==> src/rtl/button_conditioner.sv <==
// Two-button conditioner: per-button two-flop synchroniser, counter debounce and press strobe.
// Define HOLD_REPEAT_EN to add hold-to-repeat strobes after REPEAT_DELAY / REPEAT_PERIOD clocks.
module button_conditioner #(
  parameter int unsigned DEBOUNCE_CYCLES = 5_000_000,
  parameter int unsigned REPEAT_DELAY    = 50_000_000,
  parameter int unsigned REPEAT_PERIOD   = 25_000_000
) (
  input  logic clk,
  input  logic rst,
  input  logic btnS,
  input  logic btnR,
  output logic btnS_level,
  output logic btnR_level,
  output logic btnS_pulse,
  output logic btnR_pulse
);

  localparam int unsigned      CntW    = $clog2(DEBOUNCE_CYCLES + 1);
  localparam logic [CntW-1:0]  CntLast = CntW'(DEBOUNCE_CYCLES - 1);

`ifdef HOLD_REPEAT_EN
  localparam int unsigned      RptW       = $clog2(REPEAT_DELAY + 1);
  localparam logic [RptW-1:0]  DelayLast  = RptW'(REPEAT_DELAY - 1);
  localparam logic [RptW-1:0]  PeriodLast = RptW'(REPEAT_PERIOD - 1);
`else
  // Repeat timing has no effect in this build.
  localparam int unsigned      unused_repeat_cfg = REPEAT_DELAY ^ REPEAT_PERIOD;
`endif

  logic [1:0] raw;
  logic [1:0] level;
  logic [1:0] pulse;

  assign raw = {btnR, btnS};

  // Channel 0 is btnS, channel 1 is btnR; no state is shared between them.
  for (genvar ch = 0; ch < 2; ch = ch + 1) begin : g_chan
    logic            s1_q, s1_d;
    logic            s2_q, s2_d;
    logic            level_q, level_d;
    logic            pulse_q, pulse_d;
    logic [CntW-1:0] cnt_q, cnt_d;
    logic            press;

    always_comb begin
      s1_d    = raw[ch];
      s2_d    = s1_q;
      level_d = level_q;
      cnt_d   = '0;
      press   = 1'b0;
      if (s2_q != level_q) begin
        if (cnt_q == CntLast) begin
          level_d = ~level_q;
          press   = ~level_q;
        end else begin
          cnt_d = cnt_q + CntW'(1);
        end
      end
    end

`ifdef HOLD_REPEAT_EN
    logic [RptW-1:0] rpt_cnt_q, rpt_cnt_d;
    logic            rpt_periodic_q, rpt_periodic_d;
    logic            rpt_fire;

    // Restart on the press strobe; idle (and no repeat) whenever the level is or goes low.
    always_comb begin
      rpt_cnt_d      = rpt_cnt_q;
      rpt_periodic_d = rpt_periodic_q;
      rpt_fire       = 1'b0;
      if (press || !level_d) begin
        rpt_cnt_d      = '0;
        rpt_periodic_d = 1'b0;
      end else if (rpt_periodic_q ? (rpt_cnt_q == PeriodLast) : (rpt_cnt_q == DelayLast)) begin
        rpt_fire       = 1'b1;
        rpt_cnt_d      = '0;
        rpt_periodic_d = 1'b1;
      end else begin
        rpt_cnt_d = rpt_cnt_q + RptW'(1);
      end
    end

    always_ff @(posedge clk) begin
      if (rst) begin
        rpt_cnt_q      <= '0;
        rpt_periodic_q <= 1'b0;
      end else begin
        rpt_cnt_q      <= rpt_cnt_d;
        rpt_periodic_q <= rpt_periodic_d;
      end
    end

    assign pulse_d = press | rpt_fire;
`else
    assign pulse_d = press;
`endif

    always_ff @(posedge clk) begin
      if (rst) begin
        s1_q    <= 1'b0;
        s2_q    <= 1'b0;
        cnt_q   <= '0;
        level_q <= 1'b0;
        pulse_q <= 1'b0;
      end else begin
        s1_q    <= s1_d;
        s2_q    <= s2_d;
        cnt_q   <= cnt_d;
        level_q <= level_d;
        pulse_q <= pulse_d;
      end
    end

    assign level[ch] = level_q;
    assign pulse[ch] = pulse_q;
  end

  assign btnS_level = level[0];
  assign btnR_level = level[1];
  assign btnS_pulse = pulse[0];
  assign btnR_pulse = pulse[1];

endmodule

==> config.mk <==
export PLATFORM = sky130hd
export DESIGN_NAME = button_conditioner
export DESIGN_NICKNAME = d
export VERILOG_FILES = /design/src/rtl/button_conditioner.sv
export SDC_FILE = /design/constraint.sdc
export NUM_CORES = 1
export LEC_CHECK = 0
export CAP_MARGIN = 20
export CORE_AREA = 2 2 93 95
export CTS_CLUSTER_DIAMETER = 150
export CTS_CLUSTER_SIZE = 16
export DETAILED_ROUTE_END_ITERATION = 8
export DIE_AREA = 0 0 95 97
export GPL_TIMING_DRIVEN = 0
export PLACE_DENSITY = 0.43
export SLEW_MARGIN = 20
export SYNTH_ARGS = -nofsm -noshare
export SYNTH_HDL_FRONTEND = slang
export SYNTH_SLANG_ARGS = --single-unit
==> constraint.sdc <==
create_clock -name clk -period 3.55 [get_ports clk]
set_input_delay 0.71 -clock clk [delete_from_list [all_inputs] [get_ports clk]]
set_output_delay 0.71 -clock clk [all_outputs]
set_load 0.02 [all_outputs]
==> results.yml <==
timing:
  hold_violations: 0
  fin_ws_ns: 1.19
  finalSetupTns_ns: 0
  slew_violations: 0
  fin_crit_sh_pct: 66.5
  max_freq_ghz: 0.424
  rsz0062_at_grt: "false"
  tightest_slew_ns: 0.585
  fin_crit_ns: 2.36
  setup_viol: 0
  fin_worst_skew_ns: 0.00664
  slew_headroom_pct: 60.6
synthesis:
  yosysWarnings: 0
  synth_fp_nets: 284
  syn_area_per_cell_um2: 8.64
  synth-seq-area-share_pct: 45.0
  synth_seq_cells: 54
  synth_cells: 278
  ys_types: 32
  netlist_area_um2: 2400
critical_path:
  startpoint_type: "register"
  end_kind: "register"
  path_max_fanout: 10
  r2r_slack_ns: 1.19
  criticalPathCategory: "reg2reg"
  reg2reg_depth: 6
  reg2reg_to: "g_chan[0].cnt_q[3]"
  crit_start: "g_chan[0].cnt_q[0]"
  crit_required_ns: 3.74
  cp.arrival_ns: 2.56
  r2r-start: "g_chan[0].cnt_q[0]"
detailed_routing:
  routed_wl_um: 4970
  drc: 0
  viasPerCell: 4.93
  dr.pass1.iters: 4
  drt_iter0_drc: 64
  vias: 1957
  ant_nets: 0
  drt-wirelength-per-cell_um: 12.5
global_routing:
  grt_pass1_vias: 1870
  overflow: 0
  track_usage_pct: 11.9
  grt_pass1_wl_um: 8780
  grt.busiest_layer: "met2"
  grt_max_degree: 17
  use_met3_pct: 2.57
  met1_usage_pct: 15.3
  grtUsageMet2_pct: 19.3
  antenna_found_initial: 0
floorplanning:
  die-area_um2: 9220
  die_x_um: 95
  row_count: 33
  start_util_pct: 29.5
  io_pins: 8
  core_area_um2: 8130
  die_h_um: 97
clock_network:
  ctsHoldBuffers: 0
  clockBufferDepth: 2
  cts-root-buf: "clkbuf_8"
  ctsHtreeMaxLevel: 2
  post_cts.repair.setup_buffers: 0
  cts_sinks: 54
  clk_latency_ns: 0.31
  post_cts_resized: 0
  numCtsBuffers: 5
  clkTransAtPathRegs_ns: 0.10
  cts_tree: "built"
outcome:
  status: "complete, no violations"
layout:
  final_common_cell: "dfxtp_1"
  drive_above_1_share_pct: 6.16
  nets: 297
  n_antenna_cell: 0
  final_cell_mix: "dfxtp_1, nor2_1, a21oi_1"
  syn2layout_area_growth_pct: 12.5
min_path:
  hp-start: "g_chan[0].s1_q"
  whs_path_depth: 1
  worstHoldPathType: "reg2reg"
  whs_endpoint: "g_chan[0].s2_q"
place:
  gp_congestion: 0.733
  portBuffers: 6
  hpwl_um: 3460
  pre_cts_slack_ns: 1.08
pwr:
  ir_drop_mv: 0.172
  powerDensity_nw_per_um2: 386
  leakagePower_nw: 0.759
run:
  drv_cap: 0
logic make-up (layout without fill, tap and decap cells):
| group | Yosys count | after routing | share of synthesized area [%] |
|---|---|---|---|
| AOI/OAI and AO/OA | 40 | 40 | 9.69 |
| xor gates and xnor gates | 26 | 26 | 9.48 |
| adders and majority gates | 2 | 2 | 1.04 |
| buffers and inverters | 22 | 36 | 3.59 |
| DFF | 54 | 54 | 45.0 |
| and+or+nand+nor | 134 | 134 | 31.2 |
state kept, by name (all words and copies together), names as in the netlist:
signal and count:
g_chan.cnt_q 46, g_chan.s1_q 2, g_chan.s2_q 2, btnR_level 1, btnR_pulse 1, btnS_level 1
btnS_pulse 1
Yosys cell counts (all sizes together):
master | number | area (um^2)
clkbuf | 9 | 35.0
o21ba | 1 | 10.0
and4 | 5 | 46.3
nor4 | 8 | 50.1
o21ai | 9 | 45.0
buf | 2 | 10.0
and2 | 2 | 12.5
o31ai | 10 | 75.1
xor2 | 11 | 96.3
nand4 | 15 | 100
nand2 | 13 | 48.8
or2 | 1 | 6.26
nor2 | 31 | 116
o21a | 1 | 7.51
nor2b | 5 | 31.3
and3 | 5 | 31.3
or3 | 9 | 58.8
ha | 2 | 25.0
or4 | 11 | 82.6
nor3 | 5 | 25.0
nand3 | 16 | 80.1
nand2b | 4 | 25.0
inv | 11 | 41.3
nor4b | 4 | 35.0
xnor2 | 15 | 131
dfxtp | 54 | 1080
a21oi | 19 | 95.1
worst max path at each step:
stage	endpoint	slack (ns)	cells past startpoint
after floorplan	g_chan[0].cnt_q[22]	1.53	6
after global placement	g_chan[0].cnt_q[3]	1.08	6
after detailed placement	g_chan[0].cnt_q[3]	1.08	6
after CTS	g_chan[0].cnt_q[6]	1.09	6
after global routing	g_chan[0].cnt_q[4]	0.89	6
final	g_chan[0].cnt_q[3]	1.19	6
area by class of cell:
cell class | count | area, um^2
flip-flops and latches | 54 | 1080
plain buffers | 11 | 45.0
repair buffers | 6 | 60.1
clock buffers | 5 | 68.8
multi-input cells | 202 | 1230
inverters | 11 | 41.3
well taps | 105 | 131
fillers | 866 | 5430
clock inverters | 3 | 40.0
per-stage QoR:
stage	util (%)	std cells	hold WS, ns	power, mW	cell area [um^2]
floorplan	-	278	0.414	0.632	2400
global placement	31.9	389	0.416	0.637	2590
detailed placement	31.9	389	0.436	0.637	2590
CTS	33.2	397	0.459	1.06	2700
global route	33.2	397	0.474	1.08	2700
finish	33.2	397	0.454	1.04	2700
power breakdown:
part	switching, mW	internal (mW)
Clock	0.211	0.208
Sequential	0.00153	0.608
Combinational	0.00799	0.00515
Total	0.221	0.821
critical path: stages (launching register included):
cell and delay [ns]:
dfxtp_1 0.41, ha_1 0.27, and4_2 0.27, nand4_1 0.19
o21ai_0 0.55, clkbuf_1 0.46, nor2_1 0.10
per-layer routing:
layer  part of all wire (%)  vias up
met2                     47       30
met5                      0        -
li1                       -     1022
met4                    1.8        0
met1                     47      895
met3                    3.7       10
Power figures use the tool's default switching activity.
==> patch 1, RTL diff (same settings) <==
Put a register stage on the outputs `btnS_level`, `btnR_level`, `btnS_pulse` and `btnR_pulse`, cleared by the reset. The values now appear one clock later.
--- a/src/rtl/button_conditioner.sv
+++ b/src/rtl/button_conditioner.sv
@@ -117,6 +117,15 @@
 
-  assign btnS_level = level[0];
-  assign btnR_level = level[1];
-  assign btnS_pulse = pulse[0];
-  assign btnR_pulse = pulse[1];
+  always_ff @(posedge clk) begin
+    if (rst) begin
+      btnS_level <= '0;
+      btnR_level <= '0;
+      btnS_pulse <= '0;
+      btnR_pulse <= '0;
+    end else begin
+      btnS_level <= level[0];
+      btnR_level <= level[1];
+      btnS_pulse <= pulse[0];
+      btnR_pulse <= pulse[1];
+    end
+  end
 
Check against the original RTL: same outputs for any inputs over 10 cycles, from zero or initial values and one cycle with rst high; that may be too few to reach the edited logic, so the function may still have changed.
==> patch 1 against the unedited design <==
- area after synthesis is 2.8% higher
- power up 21%
- cell count up 2.3%
- sequential power grew 7.4%
- routed wire length rose by 1.5%
- cell area rose by 5.7%
- sequential cell count increased by 4
- fmax shrank 7.8%
- global-route usage up 0.29 points
- via count down 0.97%
- critical path depth increased by 1
- setup slack lost 200 ps
- largest cell class unchanged
- largest power group unchanged
- highest routed layer unchanged
==> patch 1: results <==
clocking:
  clk_pin_slew_ps: 70
  cts-buffers-inserted: 9
  postCtsResizedCells: 0
  cts_max_level: 3
  clock_path_buffers: 2
  clock_latency_ps: 330
route:
  vias_per_cell: 4.77
  first_pass_iters: 4
  wl_per_cell_um: 12.4
  drtIter0Drc: 106
  wl_um: 5040
cells_and_area:
  final_nets: 302
  drive_above_1_share_pct: 8.97
  top_register: "g_chan.cnt_q"
  largest_register_ffs: 46
  nFillCells: 853
synthesis:
  syn_area_per_cell_um2: 8.88
  ys_warn_count: 0
  async_reset_ff_share_pct: 0
  ys_seq_area_share_pct: 47.0
  synth.top_cells.by_count: "dfxtp_1, nor2_1, a21oi_1"
  synth_fp_nets: 284
  yosysUniqueCellTypes: 33
  ys_top_cells_by_area: "dfxtp_1, nor2_1, xnor2_1, xor2_1, or3_1"
global_route:
  antenna_found_initial: 0
  grt_max_degree: 11
  grt_usage_pct: 12.1
  grt_pass1_vias: 1805
  grt_pass1_wl_um: 8800
place:
  dp.cells: 390
  gp_congestion: 0.713
  port_buffers: 7
  post-dp-hpwl_um: 3460
hold_path:
  hp-start: "g_chan[1].pulse_q$_SDFF_PP0_"
  hold_class: "flop to flop"
critical_path:
  arrival_ps: 2770
  cp_max_fo: 10
  critPathLaunch: "g_chan[1].cnt_q[0]$_SDFF_PP0_"
sta:
  worstMarginPinSlew_ps: 730
  fin_skew_ps: 9.97
run_status:
  status: "finished clean"
power:
  ir_drop_mv: 0.183
  cellLeakagePower_nw: 0.825
-- patch 1: worst max-delay path, stage by stage (launching register included) --
cell and delay (ps):
dfxtp_1 370, ha_1 250, and4_1 200, clkbuf_1 260
nand3_1 250, o31ai_1 700, buf_2 350, nor2_1 70
-- patch 1: logic make-up after synthesis --
family / count (synthesis) / synth area share [%]
compound gates: 40 / 9.28
xor+xnor: 27 / 9.58
fa+ha+maj: 2 / 1.01
buf+inv: 20 / 3.35
flops: 58 / 47.0
simple gates: 131 / 29.8
-- patch 1: metrics by stage --
stage / utilization, % / setup WS [ps] / cell area (um2)
3_5_place_dp: 32.8 / 947 / 2670
4_1_cts: 35.1 / 943 / 2860
2_1_floorplan: - / 1540 / 2470
5_1_grt: 35.1 / 716 / 2860
3_3_place_gp: 32.8 / 936 / 2670
6_report: 35.1 / 988 / 2860
-- patch 1: power by group --
| part | leakage (nW) | total, mW | switching, mW | internal [mW] |
|---|---|---|---|---|
| Combinational | 0.267 | 0.0154 | 0.00863 | 0.00674 |
| Sequential | 0.468 | 0.655 | 0.00148 | 0.653 |
| Clock | 0.0893 | 0.585 | 0.263 | 0.322 |
| Total | 0.825 | 1.26 | 0.273 | 0.982 |
-- patch 1: path summary, 6_finish.rpt --
kind / end / slack, ps / depth (start not counted)
worst max-delay path: g_chan[1].cnt_q[6]$_SDFF_PP0_ / 990 / 7
worst min-delay path: btnR_pulse$_SDFF_PP0_ / 440 / 1
worst max register to register: g_chan[1].cnt_q[6]$_SDFF_PP0_ / 990 / 7
worst min register to register: btnR_pulse$_SDFF_PP0_ / 440 / 1
-- patch 1: cell type report --
| class | instances | area [um2] | area share, % |
|---|---|---|---|
| Clock buffer | 11 | 131 | 4.60 |
| Timing Repair Buffer | 7 | 70.1 | 2.45 |
| Clock inverter | 5 | 55.1 | 1.93 |
| Buffer | 11 | 48.8 | 1.71 |
| Sequential cell | 58 | 1160 | 40.6 |
| Inverter | 9 | 33.8 | 1.18 |
| Multi-Input combinational cell | 200 | 1220 | 42.9 |
| Tap cell | 105 | 131 | 4.60 |
-- patch 1: per-layer routing --
metal | GRT usage [%] | wire length (um) | vias up
met5 | 0 | 0 | -
li1 | - | - | 1017
met3 | 2.34 | 93 | 9
met2 | 15.7 | 2010 | 15
met1 | 18.6 | 2820 | 897
met4 | 6.35 | 114 | 0
==> patch 2, RTL diff (config.mk and constraints unchanged) <==
Without the edit above. The parameter `DEBOUNCE_CYCLES` goes from 5_000_000 to 1_250_000.
--- a/src/rtl/button_conditioner.sv
+++ b/src/rtl/button_conditioner.sv
@@ -3,3 +3,3 @@
 module button_conditioner #(
-  parameter int unsigned DEBOUNCE_CYCLES = 5_000_000,
+  parameter int unsigned DEBOUNCE_CYCLES = 1_250_000,
   parameter int unsigned REPEAT_DELAY    = 50_000_000,
Check against the original RTL: same outputs for any inputs over 10 cycles, from zero or initial values and one cycle with rst high; that may be too few to reach the edited logic, so the function may still have changed.
==> patch 2 against the unedited design <==
- sequential power down 7.4%
- cell area down 9.0%
- setup slack better by 240 ps
- cell count down 6.5%
- routed wire length down 14%
- power down 12%
- sequential cell count down 4
- combinational power about the same
- area after synthesis down 9.4%
==> patch 2: results <==
run_status:
  status: "finished clean"
global_route:
  grtUsageMet2_pct: 14.1
  gr-usage-met1_pct: 15.1
  grt_pass1_vias: 1549
  grt_usage_pct: 10.1
  grt_util_met3_pct: 2.10
  grt_pass1_wl_um: 7410
  grt_max_degree: 15
route:
  drt-met1-wl_um: 2320
  wl_met2_um: 1780
  vias_per_cell: 4.69
  first_pass_iters: 4
  wl_met3_um: 118
  wl_per_cell_um: 11.5
  drtIter0Drc: 57
  wl_um: 4280
sta:
  fin_skew_ps: 3.31
  fin_crit_ps: 2120
  worstMarginPinSlew_ps: 517
critical_path:
  r2r_cells: 7
  arrival_ps: 2290
  ff2ff_setup_slack_ps: 1430
  r2r-end: "g_chan[0].cnt_q[15]$_SDFF_PP0_"
cells_and_area:
  final_nets: 271
  top_regs: "g_chan.cnt_q x42, g_chan.s1_q x2, g_chan.s2_q x2"
  nFillCells: 886
  drive_above_1_share_pct: 4.89
synthesis:
  synth_fp_nets: 258
  synthXorXnorAreaFrac_pct: 9.66
  synth-compound-area-share_pct: 9.66
  postSynthCellCount: 252
  ys_seq_area_share_pct: 46.0
  yosysUniqueCellTypes: 30
  synthAdderAreaFrac_pct: 1.15
  ys_warn_count: 0
  synth.top_cells.by_count: "dfxtp_1, nor2_1, a21oi_1"
  ys_top_cells_by_area: "dfxtp_1, nor2_1, xnor2_1, xor2_1, or3_1"
power:
  internal-power_uw: 726
  pwr-share-clk_pct: 37.3
  cellLeakagePower_nw: 0.708
  ir_drop_mv: 0.167
place:
  pre_cts_ws_ps: 1380
  post-dp-hpwl_um: 2990
  dp.cells: 363
  gp_congestion: 0.711
clocking:
  clock_latency_ps: 290
[patch 2: layout make-up]
type | instances | area [um2] | share of cell area [%]
sequential | 50 | 1000 | 40.7
timing repair buffer | 6 | 60.1 | 2.44
multi-input combinational | 184 | 1100 | 44.9
buffer | 10 | 40.0 | 1.63
clock inverter | 1 | 5.00 | 0.204
tap | 105 | 131 | 5.34
clock buffer | 7 | 86.3 | 3.51
inverter | 8 | 30.0 | 1.22
[patch 2: worst max-delay path, stage by stage (launching register included)]
cell and delay (ps):
dfxtp_1 380, ha_1 220, and3_1 160, clkbuf_1 230
nand4_1 220, o21ai_1 250, clkbuf_1 440, a21oi_1 90
[patch 2: metrics by stage]
stage	cell area, um2	power (mW)	hold WS (ps)
after floorplan	2180	0.586	414
after global placement	2370	0.591	418
after detailed placement	2370	0.591	422
after CTS	2460	0.939	451
after global routing	2460	0.965	469
final	2460	0.921	442
